--- config.mk ---
export PLATFORM = sky130hd
export DESIGN_NAME = id_ex_stage
export DESIGN_NICKNAME = d
export VERILOG_FILES = /design/src/rtl/id_ex_stage.sv
export SDC_FILE = /design/constraint.sdc
export NUM_CORES = 1
export LEC_CHECK = 0
export BUFFER_PORTS_ARGS = -buffer_cell sky130_fd_sc_hd__buf_2
export CORE_AREA = 2 2 119 121
export DETAILED_ROUTE_END_ITERATION = 16
export DIE_AREA = 0 0 121 123
export PLACE_DENSITY = 0.76
export REMOVE_ABC_BUFFERS = 1
export SYNTH_ARGS = -nofsm -noshare
export SYNTH_HDL_FRONTEND = slang
export SYNTH_SLANG_ARGS = --single-unit
--- constraint.sdc ---
create_clock -name clk -period 3.5 [get_ports clk]
set_input_delay 0.35 -clock clk [delete_from_list [all_inputs] [get_ports clk]]
set_output_delay 0.35 -clock clk [all_outputs]
set_load 0.1 [all_outputs]
--- src/rtl/id_ex_stage.sv ---
// ID/EX pipeline register with load-use detection, bubble insertion and operand forwarding.
// Build option: define FORWARD_EN to add the MEM/WB forward mux; otherwise RAW hazards stall.
`ifndef ALU_OP_LENGTH
`define ALU_OP_LENGTH 4
`endif

module id_ex_stage #(
    parameter int unsigned DATA_W   = 32,
    parameter int unsigned REG_AW   = 5,
    parameter int unsigned ALU_OP_W = `ALU_OP_LENGTH
) (
    input  logic                clk,
    input  logic                rst,
    input  logic                id_valid,
    input  logic [REG_AW-1:0]   id_rs,
    input  logic [REG_AW-1:0]   id_rt,
    input  logic [REG_AW-1:0]   id_rd,
    input  logic [DATA_W-1:0]   id_rs_data,
    input  logic [DATA_W-1:0]   id_rt_data,
    input  logic [DATA_W-1:0]   id_imm,
    input  logic [ALU_OP_W-1:0] id_alu_op,
    input  logic                id_alu_src,
    input  logic                id_reg_write,
    input  logic                id_mem_read,
    input  logic                id_mem_write,
    input  logic                flush,
    input  logic                mem_reg_write,
    input  logic [REG_AW-1:0]   mem_rd,
    input  logic [DATA_W-1:0]   mem_result,
    input  logic                wb_reg_write,
    input  logic [REG_AW-1:0]   wb_rd,
    input  logic [DATA_W-1:0]   wb_result,
    output logic                stall,
    output logic                ex_valid,
    output logic [DATA_W-1:0]   SrcA,
    output logic [DATA_W-1:0]   SrcB,
    output logic [ALU_OP_W-1:0] ex_alu_op,
    output logic [REG_AW-1:0]   ex_rd,
    output logic                ex_reg_write,
    output logic                ex_mem_read,
    output logic                ex_mem_write,
    output logic [DATA_W-1:0]   ex_store_data
);

    logic                ex_valid_q, ex_valid_d;
    logic                ex_reg_write_q, ex_reg_write_d;
    logic                ex_mem_read_q, ex_mem_read_d;
    logic                ex_mem_write_q, ex_mem_write_d;
    logic                alu_src_q, alu_src_d;
    logic [REG_AW-1:0]   ex_rd_q, ex_rd_d;
    logic [ALU_OP_W-1:0] alu_op_q, alu_op_d;
    logic [DATA_W-1:0]   rs_data_q, rs_data_d;
    logic [DATA_W-1:0]   rt_data_q, rt_data_d;
    logic [DATA_W-1:0]   imm_q, imm_d;
`ifdef FORWARD_EN
    logic [REG_AW-1:0]   ex_rs_q, ex_rs_d;
    logic [REG_AW-1:0]   ex_rt_q, ex_rt_d;
`endif

    logic                uses_rt;
    logic                ex_hit;
    logic                load_use;
    logic                raw_stall;
    logic                wb_hit_rs, wb_hit_rt;
    logic [DATA_W-1:0]   fwd_a, fwd_b;

    assign uses_rt  = !id_alu_src || id_mem_write;
    assign ex_hit   = (ex_rd_q != '0) &&
                      ((ex_rd_q == id_rs) || (uses_rt && (ex_rd_q == id_rt)));
    assign load_use = id_valid && ex_valid_q && ex_mem_read_q && ex_hit;

`ifdef FORWARD_EN
    assign raw_stall = 1'b0;
`else
    logic mem_hit;
    logic unused_mem_result;

    assign mem_hit   = (mem_rd != '0) &&
                       ((mem_rd == id_rs) || (uses_rt && (mem_rd == id_rt)));
    // Without forwarding, any producer still in EX or MEM must drain to WB first.
    assign raw_stall = id_valid &&
                       ((ex_valid_q && ex_reg_write_q && ex_hit) || (mem_reg_write && mem_hit));
    assign unused_mem_result = ^mem_result;
`endif

    // A flushed instruction is dead, so it must not hold up the front end.
    assign stall = !flush && (load_use || raw_stall);

    // WB writes the regfile this same cycle; latch its value instead of the stale read.
    assign wb_hit_rs = wb_reg_write && (wb_rd != '0) && (wb_rd == id_rs);
    assign wb_hit_rt = wb_reg_write && (wb_rd != '0) && (wb_rd == id_rt);

    always_comb begin
        ex_valid_d     = ex_valid_q;
        ex_reg_write_d = ex_reg_write_q;
        ex_mem_read_d  = ex_mem_read_q;
        ex_mem_write_d = ex_mem_write_q;
        alu_src_d      = alu_src_q;
        ex_rd_d        = ex_rd_q;
        alu_op_d       = alu_op_q;
        rs_data_d      = rs_data_q;
        rt_data_d      = rt_data_q;
        imm_d          = imm_q;
`ifdef FORWARD_EN
        ex_rs_d        = ex_rs_q;
        ex_rt_d        = ex_rt_q;
`endif
        if (flush || stall) begin
            ex_valid_d     = 1'b0;
            ex_reg_write_d = 1'b0;
            ex_mem_read_d  = 1'b0;
            ex_mem_write_d = 1'b0;
        end else begin
            ex_valid_d     = id_valid;
            ex_reg_write_d = id_reg_write;
            ex_mem_read_d  = id_mem_read;
            ex_mem_write_d = id_mem_write;
            alu_src_d      = id_alu_src;
            ex_rd_d        = id_rd;
            alu_op_d       = id_alu_op;
            rs_data_d      = wb_hit_rs ? wb_result : id_rs_data;
            rt_data_d      = wb_hit_rt ? wb_result : id_rt_data;
            imm_d          = id_imm;
`ifdef FORWARD_EN
            ex_rs_d        = id_rs;
            ex_rt_d        = id_rt;
`endif
        end
    end

    always_ff @(posedge clk or posedge rst) begin
        if (rst) begin
            ex_valid_q     <= 1'b0;
            ex_reg_write_q <= 1'b0;
            ex_mem_read_q  <= 1'b0;
            ex_mem_write_q <= 1'b0;
            alu_src_q      <= 1'b0;
            ex_rd_q        <= '0;
            alu_op_q       <= '0;
            rs_data_q      <= '0;
            rt_data_q      <= '0;
            imm_q          <= '0;
`ifdef FORWARD_EN
            ex_rs_q        <= '0;
            ex_rt_q        <= '0;
`endif
        end else begin
            ex_valid_q     <= ex_valid_d;
            ex_reg_write_q <= ex_reg_write_d;
            ex_mem_read_q  <= ex_mem_read_d;
            ex_mem_write_q <= ex_mem_write_d;
            alu_src_q      <= alu_src_d;
            ex_rd_q        <= ex_rd_d;
            alu_op_q       <= alu_op_d;
            rs_data_q      <= rs_data_d;
            rt_data_q      <= rt_data_d;
            imm_q          <= imm_d;
`ifdef FORWARD_EN
            ex_rs_q        <= ex_rs_d;
            ex_rt_q        <= ex_rt_d;
`endif
        end
    end

`ifdef FORWARD_EN
    // MEM is the younger producer, so it wins over WB.
    always_comb begin
        fwd_a = rs_data_q;
        fwd_b = rt_data_q;
        if (mem_reg_write && (mem_rd != '0) && (mem_rd == ex_rs_q)) begin
            fwd_a = mem_result;
        end else if (wb_reg_write && (wb_rd != '0) && (wb_rd == ex_rs_q)) begin
            fwd_a = wb_result;
        end
        if (mem_reg_write && (mem_rd != '0) && (mem_rd == ex_rt_q)) begin
            fwd_b = mem_result;
        end else if (wb_reg_write && (wb_rd != '0) && (wb_rd == ex_rt_q)) begin
            fwd_b = wb_result;
        end
    end
`else
    assign fwd_a = rs_data_q;
    assign fwd_b = rt_data_q;
`endif

    assign SrcA          = fwd_a;
    assign SrcB          = alu_src_q ? imm_q : fwd_b;
    assign ex_store_data = fwd_b;
    assign ex_valid      = ex_valid_q;
    assign ex_reg_write  = ex_reg_write_q;
    assign ex_mem_read   = ex_mem_read_q;
    assign ex_mem_write  = ex_mem_write_q;
    assign ex_rd         = ex_rd_q;
    assign ex_alu_op     = alu_op_q;

endmodule

Word level (Yosys, flattened, before mapping)
Index checks and enable logic that the tools add are counted.

operators by class
  multiplexer cells = 7
  eq/ne operators = 6
  reduce and logical (&&, ||, !) cells = 26

operator list
  operator             number
  2-to-1 mux 32 bit    3
  equality test 5 bit  6
  logical AND 1 bit    15
  nonzero test 5 bit   3
  logical OR 1 bit     6
  2-to-1 mux 1 bit     4
  zero test 1 bit      2

storage, ports and cells
  output and inout port bits = 110
  flip-flop bits (word level) = 110
  logic and storage cells = 49

Depth between registers and ports, before layout
Gate-level depths: netlist of run 1.

  depth after elaboration = 12
  gate-level depth with buffers = 8
  gate-level depth less buffers = 5

Least setup slack after synthesis of run 1
No wires, ideal clock.

  kind = register -> output
  start = register ex_rd_q[0], in the netlist ex_rd[0]
  end = output port stall
  cell stages (with the launch flop) = 6
  path buffers = 0
  path slack = -80 ps
  arrival = 3230 ps
  path through = dfrtp_1 -> xnor2_1 -> nand4_1 -> o32ai_1 -> nand2_1 -> a21oi_1

between the ends
  longest elaborated chain between the ends = 9
  elaborated cells between the ends (all ways) = 12
  those cells by class = eq/ne (2); reduce/logical (10)

ends and longest elaborated chain
  item                    RTL line  source
  start, declared         50        logic [REG_AW-1:0] ex_rd_q, ex_rd_d;
  start signal, assigned  153       ex_rd_q <= ex_rd_d;
  equality test 5 bit     69        ((ex_rd_q == id_rs) || (uses_rt && (ex_rd_q == id_rt)));
  logical AND 1 bit       69
  logical OR 1 bit        69
  logical AND 1 bit (*)   68        assign ex_hit = (ex_rd_q != '0) &&
  logical AND 1 bit       82        ((ex_valid_q && ex_reg_write_q && ex_hit) || (mem_reg_write && mem_hit));
  logical OR 1 bit        82
  logical AND 1 bit       81        assign raw_stall = id_valid &&
  logical OR 1 bit (*)    87        assign stall = !flush && (load_use || raw_stall);
  logical AND 1 bit (*)   87
  end, declared           33        output logic stall,

Mark *: on every way between the ends. The rest lies on a longest branch, timed or not.

Worst setup path in the final report of run 1
Same ends and word-level chain as after synthesis.

==> flow_summary.yaml, run 1 <==
outcome:
  status: "finished clean"
pwr:
  total_power_mw: 4.49
  swShare_pct: 45.9
  seqPwrFrac_pct: 33.7
  clkPwrFrac_pct: 22.5
  power_frac_comb_pct: 43.8
  ir_worst_vdd_v: 0.000370
  p_leak_nw: 3.52
  power_density_mw_per_mm2: 594
  p_int_mw: 2.43
  power.switching_mw: 2.06
logic_synthesis:
  postSynthCellCount: 396
  synth_top_area_share_pct: 48.5
  ys_top_cells_by_area: "dfrtp_1 (49%), mux2_2 (39%), xnor2_1 (3.7%)"
  synth_area_sq_mm: 0.00568
  synth_largest_area_cell: "dfrtp_1"
  syn_avg_cell_area_sq_um: 14.3
  synth_seq_cells: 110
  synth_warnings: 0
  synth.distinct_cells: 26
  yosysSeqAreaShare_pct: 48.5
cts:
  clock_latency_ps: 350
  h-tree-depth: 3
  cts_buffers: 9
  cts_setup_buffers: 0
  root_buffer: "clkbuf_16"
  ctsResizeCount: 0
  cts_buffer_depth: 2
  postCtsHoldBufs: 0
  clkTransAtPathRegs_ps: 70
  clock-sinks: 110
  tritoncts: "yes"
grt:
  grt_pass1_vias: 4397
  antenna_found_initial: 0
  grt_pass1_wl_um: 21100
  gr-total-overflow: 0
  track_usage_pct: 18.0
  grt_max_degree: 60
sta:
  tightest_slew_ps: 762
  drv_slew: 0
  hold_viol_final: 0
  fin_skew_ps: 6.85
  fmax_mhz: 368
  setup_violations: 0
  max_slew_margin_pct: 49.2
  fin_tns_setup_ps: 0
  grt_setup_unrepaired: "false"
  whs_ps: 110
  finalCritPeriodShare_pct: 77.6
  finalCriticalPeriod_ps: 2720
cells_and_area:
  area_growth_pct: 33.0
  final_nets: 868
  diodes: 0
  design_area_sq_mm: 0.00755
  layout-drive-gt1-share_pct: 75.0
  layout.cells.non_filler: 853
  filler_cell_count: 1128
drt:
  drt-initial-drc-count: 180
  dr.pass1.iters: 4
  via_per_inst: 4.96
  wl_um: 13800
  drc: 0
  antenna_left: 0
  vias: 4227
  post_drt_wl_per_cell_um: 16.2
placement:
  dpl.cell_count: 838
  place_area_sq_mm: 0.00726
  dp_hpwl_um: 10800
  port_buffers: 276
  place.gp.congestion: 0.806
setup_path:
  crit_type: "reg -> out"
  crit_arrival_ps: 2370
  cp_max_fo: 5
  crit_required_ps: 3150
  start_kind: "register"
  endpoint_kind: "output pin"
die:
  core_sq_mm: 0.0136
  start_util_pct: 41.7
  die_w_um: 121
  die-height_um: 123
  die_area_sq_mm: 0.0149
  io_pins: 309
  fp-row-count: 43
worst_hold_path:
  hp-class: "in -> async"
run:
  drv_cap: 0
## power groups by stage
| stage | Sequential, mW | Combinational, mW | Clock [mW] |
|---|---|---|---|
| 3_5_place_dp | 1.54 | 1.98 | 0 |
| 6_report | 1.51 | 1.97 | 1.01 |
| 3_3_place_gp | 1.52 | 1.95 | 0 |
| 4_1_cts | 1.51 | 1.98 | 1.04 |
| 5_1_grt | 1.53 | 2.04 | 1.09 |
| 2_1_floorplan | 2.28 | 0.863 | 0 |
## final cells by class
cell class | count | area [sq um] | area share, %
multi-input combinational | 263 | 2780 | 36.9
sequential | 110 | 2750 | 36.5
timing repair buffer | 284 | 1490 | 19.8
clock inverter | 4 | 47.5 | 0.630
tap | 180 | 225 | 2.98
clock buffer | 11 | 243 | 3.22
inverter | 1 | 6.26 | 0.0829
## per-stage QoR
step | setup WS (ps) | utilization [%]
5_1_grt | 644 | 55.5
2_1_floorplan | -3240 | -
3_5_place_dp | 901 | 53.3
6_report | 785 | 55.5
4_1_cts | 766 | 55.5
3_3_place_gp | 923 | 53.3
## critical path, stage by stage (launching register included)
cell and delay, ps:
dfrtp_1 450, xnor2_1 170, nand4_1 110, o32ai_1 560, nand2_1 150, a21oi_1 150, buf_2 440
## layer usage
metal / vias to the layer above / routed length, um / GRT usage, % / part of all wire (%)
li1: 1980 / - / - / -
met1: 2071 / 5350 / 20.3 / 39
met2: 159 / 7240 / 32.9 / 52
met3: 17 / 1030 / 4.80 / 7.5
met4: 0 / 192 / 6.47 / 1.4
met5: - / 0 / 0 / 0
## path summary, 6_finish.rpt
kind / depth (start not counted) / endpoint / slack, ps / startpoint
min: 2 / ex_store_data[14] / 110 / rst
max: 6 / stall / 780 / ex_rd[0]
max in group asynchronous: 3 / ex_store_data[4] / 2630 / rst
max reg2reg: 6 / imm_q[8] / 1300 / ex_rd[0]
min reg2reg: 1 / imm_q[24] / 500 / imm_q[24]
min in group clk: 2 / ex_mem_read / 210 / id_mem_read
## cells in the final DEF (no fill, tap or decap), drive strengths merged, types with 2 or more instances in the layout
cell    instances
clkbuf         11
dfrtp         110
nand3           2
o32ai           2
nand4           4
or4             2
a21oi           2
nor4            2
xnor2          24
nor2            2
xor2            6
mux2          202
and2            4
buf           284
nand2           5
clkinv          2
## flip-flops by register name (all words and copies together) (netlist names)
name,flops
ex_mem_read,1
imm_q,32
ex_alu_op,4
alu_src_q,1
ex_valid,1
ex_store_data,32
SrcA,32
ex_reg_write,1
ex_rd,5
ex_mem_write,1
## cell usage after synthesis
master	n
buf_4	8
o211ai_1	1
a221oi_2	1
xor2_1	6
nand2_1	5
nor4_1	2
and4b_1	1
mux2_2	195
o32ai_1	2
nor3_1	1
o21a_1	1
mux2_4	7
nor2_1	2
buf_12	2
a21oi_1	2
and2_1	3
or4_1	2
dfrtp_1	110
nor2b_1	1
nand4_1	4
nand3_1	2
inv_1	1
and2_4	1
xnor2_1	24
clkbuf_1	10
buf_6	2
## cell families (layout without fill, tap and decap cells)
group                  after synthesis  after routing  synth area share [%]
AO/OA/AOI/OAI                        7              7                  1.01
XOR/XNOR                            30             30                  4.63
buffers and inverters               23            300                  2.89
flip-flops                         110            110                  48.5
multiplexers                       202            202                  40.5
AND/OR/NAND/NOR                     24             24                  2.43
Note: power is estimated with default switching activity, not from simulation.
==> run 2, diff against run 1 <==
--- a/config.mk
+++ b/config.mk
@@ -6,10 +6,10 @@
 export NUM_CORES = 1
 export LEC_CHECK = 0
 export BUFFER_PORTS_ARGS = -buffer_cell sky130_fd_sc_hd__buf_2
-export CORE_AREA = 2 2 119 121
+export CORE_MARGIN = 2
+export CORE_UTILIZATION = 41
 export DETAILED_ROUTE_END_ITERATION = 16
-export DIE_AREA = 0 0 121 123
-export PLACE_DENSITY = 0.76
+export PLACE_DENSITY = 0.77
 export REMOVE_ABC_BUFFERS = 1
 export SYNTH_ARGS = -nofsm -noshare
 export SYNTH_HDL_FRONTEND = slang
==> constraint.sdc (replaced) <==
create_clock -name clk -period 2.3 [get_ports clk]
set_input_delay 0.23 -clock clk [delete_from_list [all_inputs] [get_ports clk]]
set_output_delay 0.23 -clock clk [all_outputs]
set_load 0.1 [all_outputs]
==> flow_summary.yaml, run 2 (synthesis results as in run 1) <==
cells_and_area:
  layout-drive-gt1-share_pct: 77.1
  layout.cells.non_filler: 874
  area_growth_pct: 37.3
  layout_common_cells: "buf_2 (275), mux2_2 (195), dfrtp_1 (105), buf_4 (28), xnor2_1 (21)"
  final_nets: 892
  diodes: 0
  fin_util_pct: 58.2
  final_common_cell: "buf_2"
drt:
  dr.pass1.iters: 4
  drt-initial-drc-count: 129
  post_drt_wl_per_cell_um: 16.8
  antenna_left: 0
  wl_um: 14700
  vias: 4409
  drc: 0
  via_per_inst: 5.04
sta:
  max_slew_margin_pct: 66.7
  drv_slew: 0
  tightest_slew_ps: 500
  fin_skew_ps: 9.75
  fmax_mhz: 446
  hold_viol_final: 0
  fin_tns_setup_ps: 0
  finalCritPeriodShare_pct: 97.6
  finalCriticalPeriod_ps: 2240
  grt_setup_unrepaired: "true"
  setup_violations: 0
grt:
  track_usage_pct: 19.2
  grt_pass1_vias: 4610
  gr-total-overflow: 0
  grt_max_degree: 56
  grt_pass1_wl_um: 22400
  antenna_found_initial: 0
die:
  fp-row-count: 42
  die-height_um: 122
  core_sq_mm: 0.0134
  die_area_sq_mm: 0.0148
  die_w_um: 122
  io_pins: 309
  start_util_pct: 42.4
pwr:
  p_leak_nw: 3.65
  ir_worst_vdd_v: 0.000534
  power_density_mw_per_mm2: 900
cts:
  tritoncts: "yes"
  h-tree-depth: 3
  cts_buffers: 9
  cts_buffer_depth: 2
  clock-sinks: 110
  root_buffer: "clkbuf_16"
  clock_latency_ps: 340
  clkTransAtPathRegs_ps: 70
placement:
  dpl.cell_count: 854
  dp_hpwl_um: 11400
  port_buffers: 276
  place.gp.congestion: 0.784
setup_path:
  crit_arrival_ps: 2470
  crit_required_ps: 2530
  crit_type: "reg -> reg"
  crit_start: "ex_rd[4]"
  start_kind: "register"
  cp_max_fo: 18
  r2r-start: "ex_rd[4]"
  endpoint_kind: "register"
worst_hold_path:
  hp-class: "in -> reg"
  worstHoldStart: "id_mem_read"
run:
  drv_cap: 0
outcome:
  status: "finished clean"
-- run 2: report_power, final --
group | switching [mW] | internal [mW]
Sequential | 0.135 | 2.16
Clock | 0.698 | 0.959
Combinational | 2.35 | 0.713
Total | 3.19 | 3.83
-- run 2: timing repair --
| item | 4_1_cts | 5_1_grt |
|---|---|---|
| buffers inserted | 0 | 3 |
| hold endpoints to repair | 36 | 0 |
| endpoints found under the setup margin | 1 | 1 |
| hold buffers | 1 | 0 |
| resized for setup | 3 | 6 |
| pin swaps | 1 | 2 |
-- run 2: stage by stage --
step           total power, mW  setup WS (ps)  area [sq um]  hold WS, ps
2_1_floorplan             4.78          -4440          5520          359
5_1_grt                   7.27          -27.3          7790         97.4
4_1_cts                   7.06           13.6          7740         80.5
6_report                  7.01           55.3          7790         95.8
3_5_place_dp              5.38           -124          7410          308
3_3_place_gp              5.33          -94.4          7410          288
-- run 2: final cells by class --
cell class	instances	area, sq um
Tap cell	176	220
Fill cell	1095	5610
Clock buffer	11	233
Sequential cell	110	2760
Timing Repair Buffer	308	1680
Inverter	1	6.26
Multi-Input combinational cell	263	2820
Clock inverter	5	81.3
-- run 2: path summary, 6_finish.rpt --
check,slack (ps),endpoint,cells after the start
min reg2reg,500,imm_q[28],1
max in group asynchronous,1150,ex_store_data[22],4
min,100,ex_mem_read,2
min in group asynchronous,470,SrcA[18],3
max reg2reg,60,ex_store_data[10],9
max,60,ex_store_data[10],9
-- run 2: per-layer routing --
| layer | GRT usage, % | share of wire, % | up-vias |
|---|---|---|---|
| met2 | 34.9 | 51 | 193 |
| li1 | - | - | 2035 |
| met5 | 0 | 0 | - |
| met1 | 22.4 | 40 | 2161 |
| met4 | 6.97 | 1.6 | 0 |
| met3 | 3.70 | 7.2 | 20 |
-- run 2: critical path, cell delays in order (launching register included) --
cell and delay (ps):
dfrtp_2 440, buf_4 150, xnor2_1 130, nand3_1 110
o32ai_2 70, buf_4 150, a221oi_4 280, buf_4 250
buf_12 180, mux2_2 350
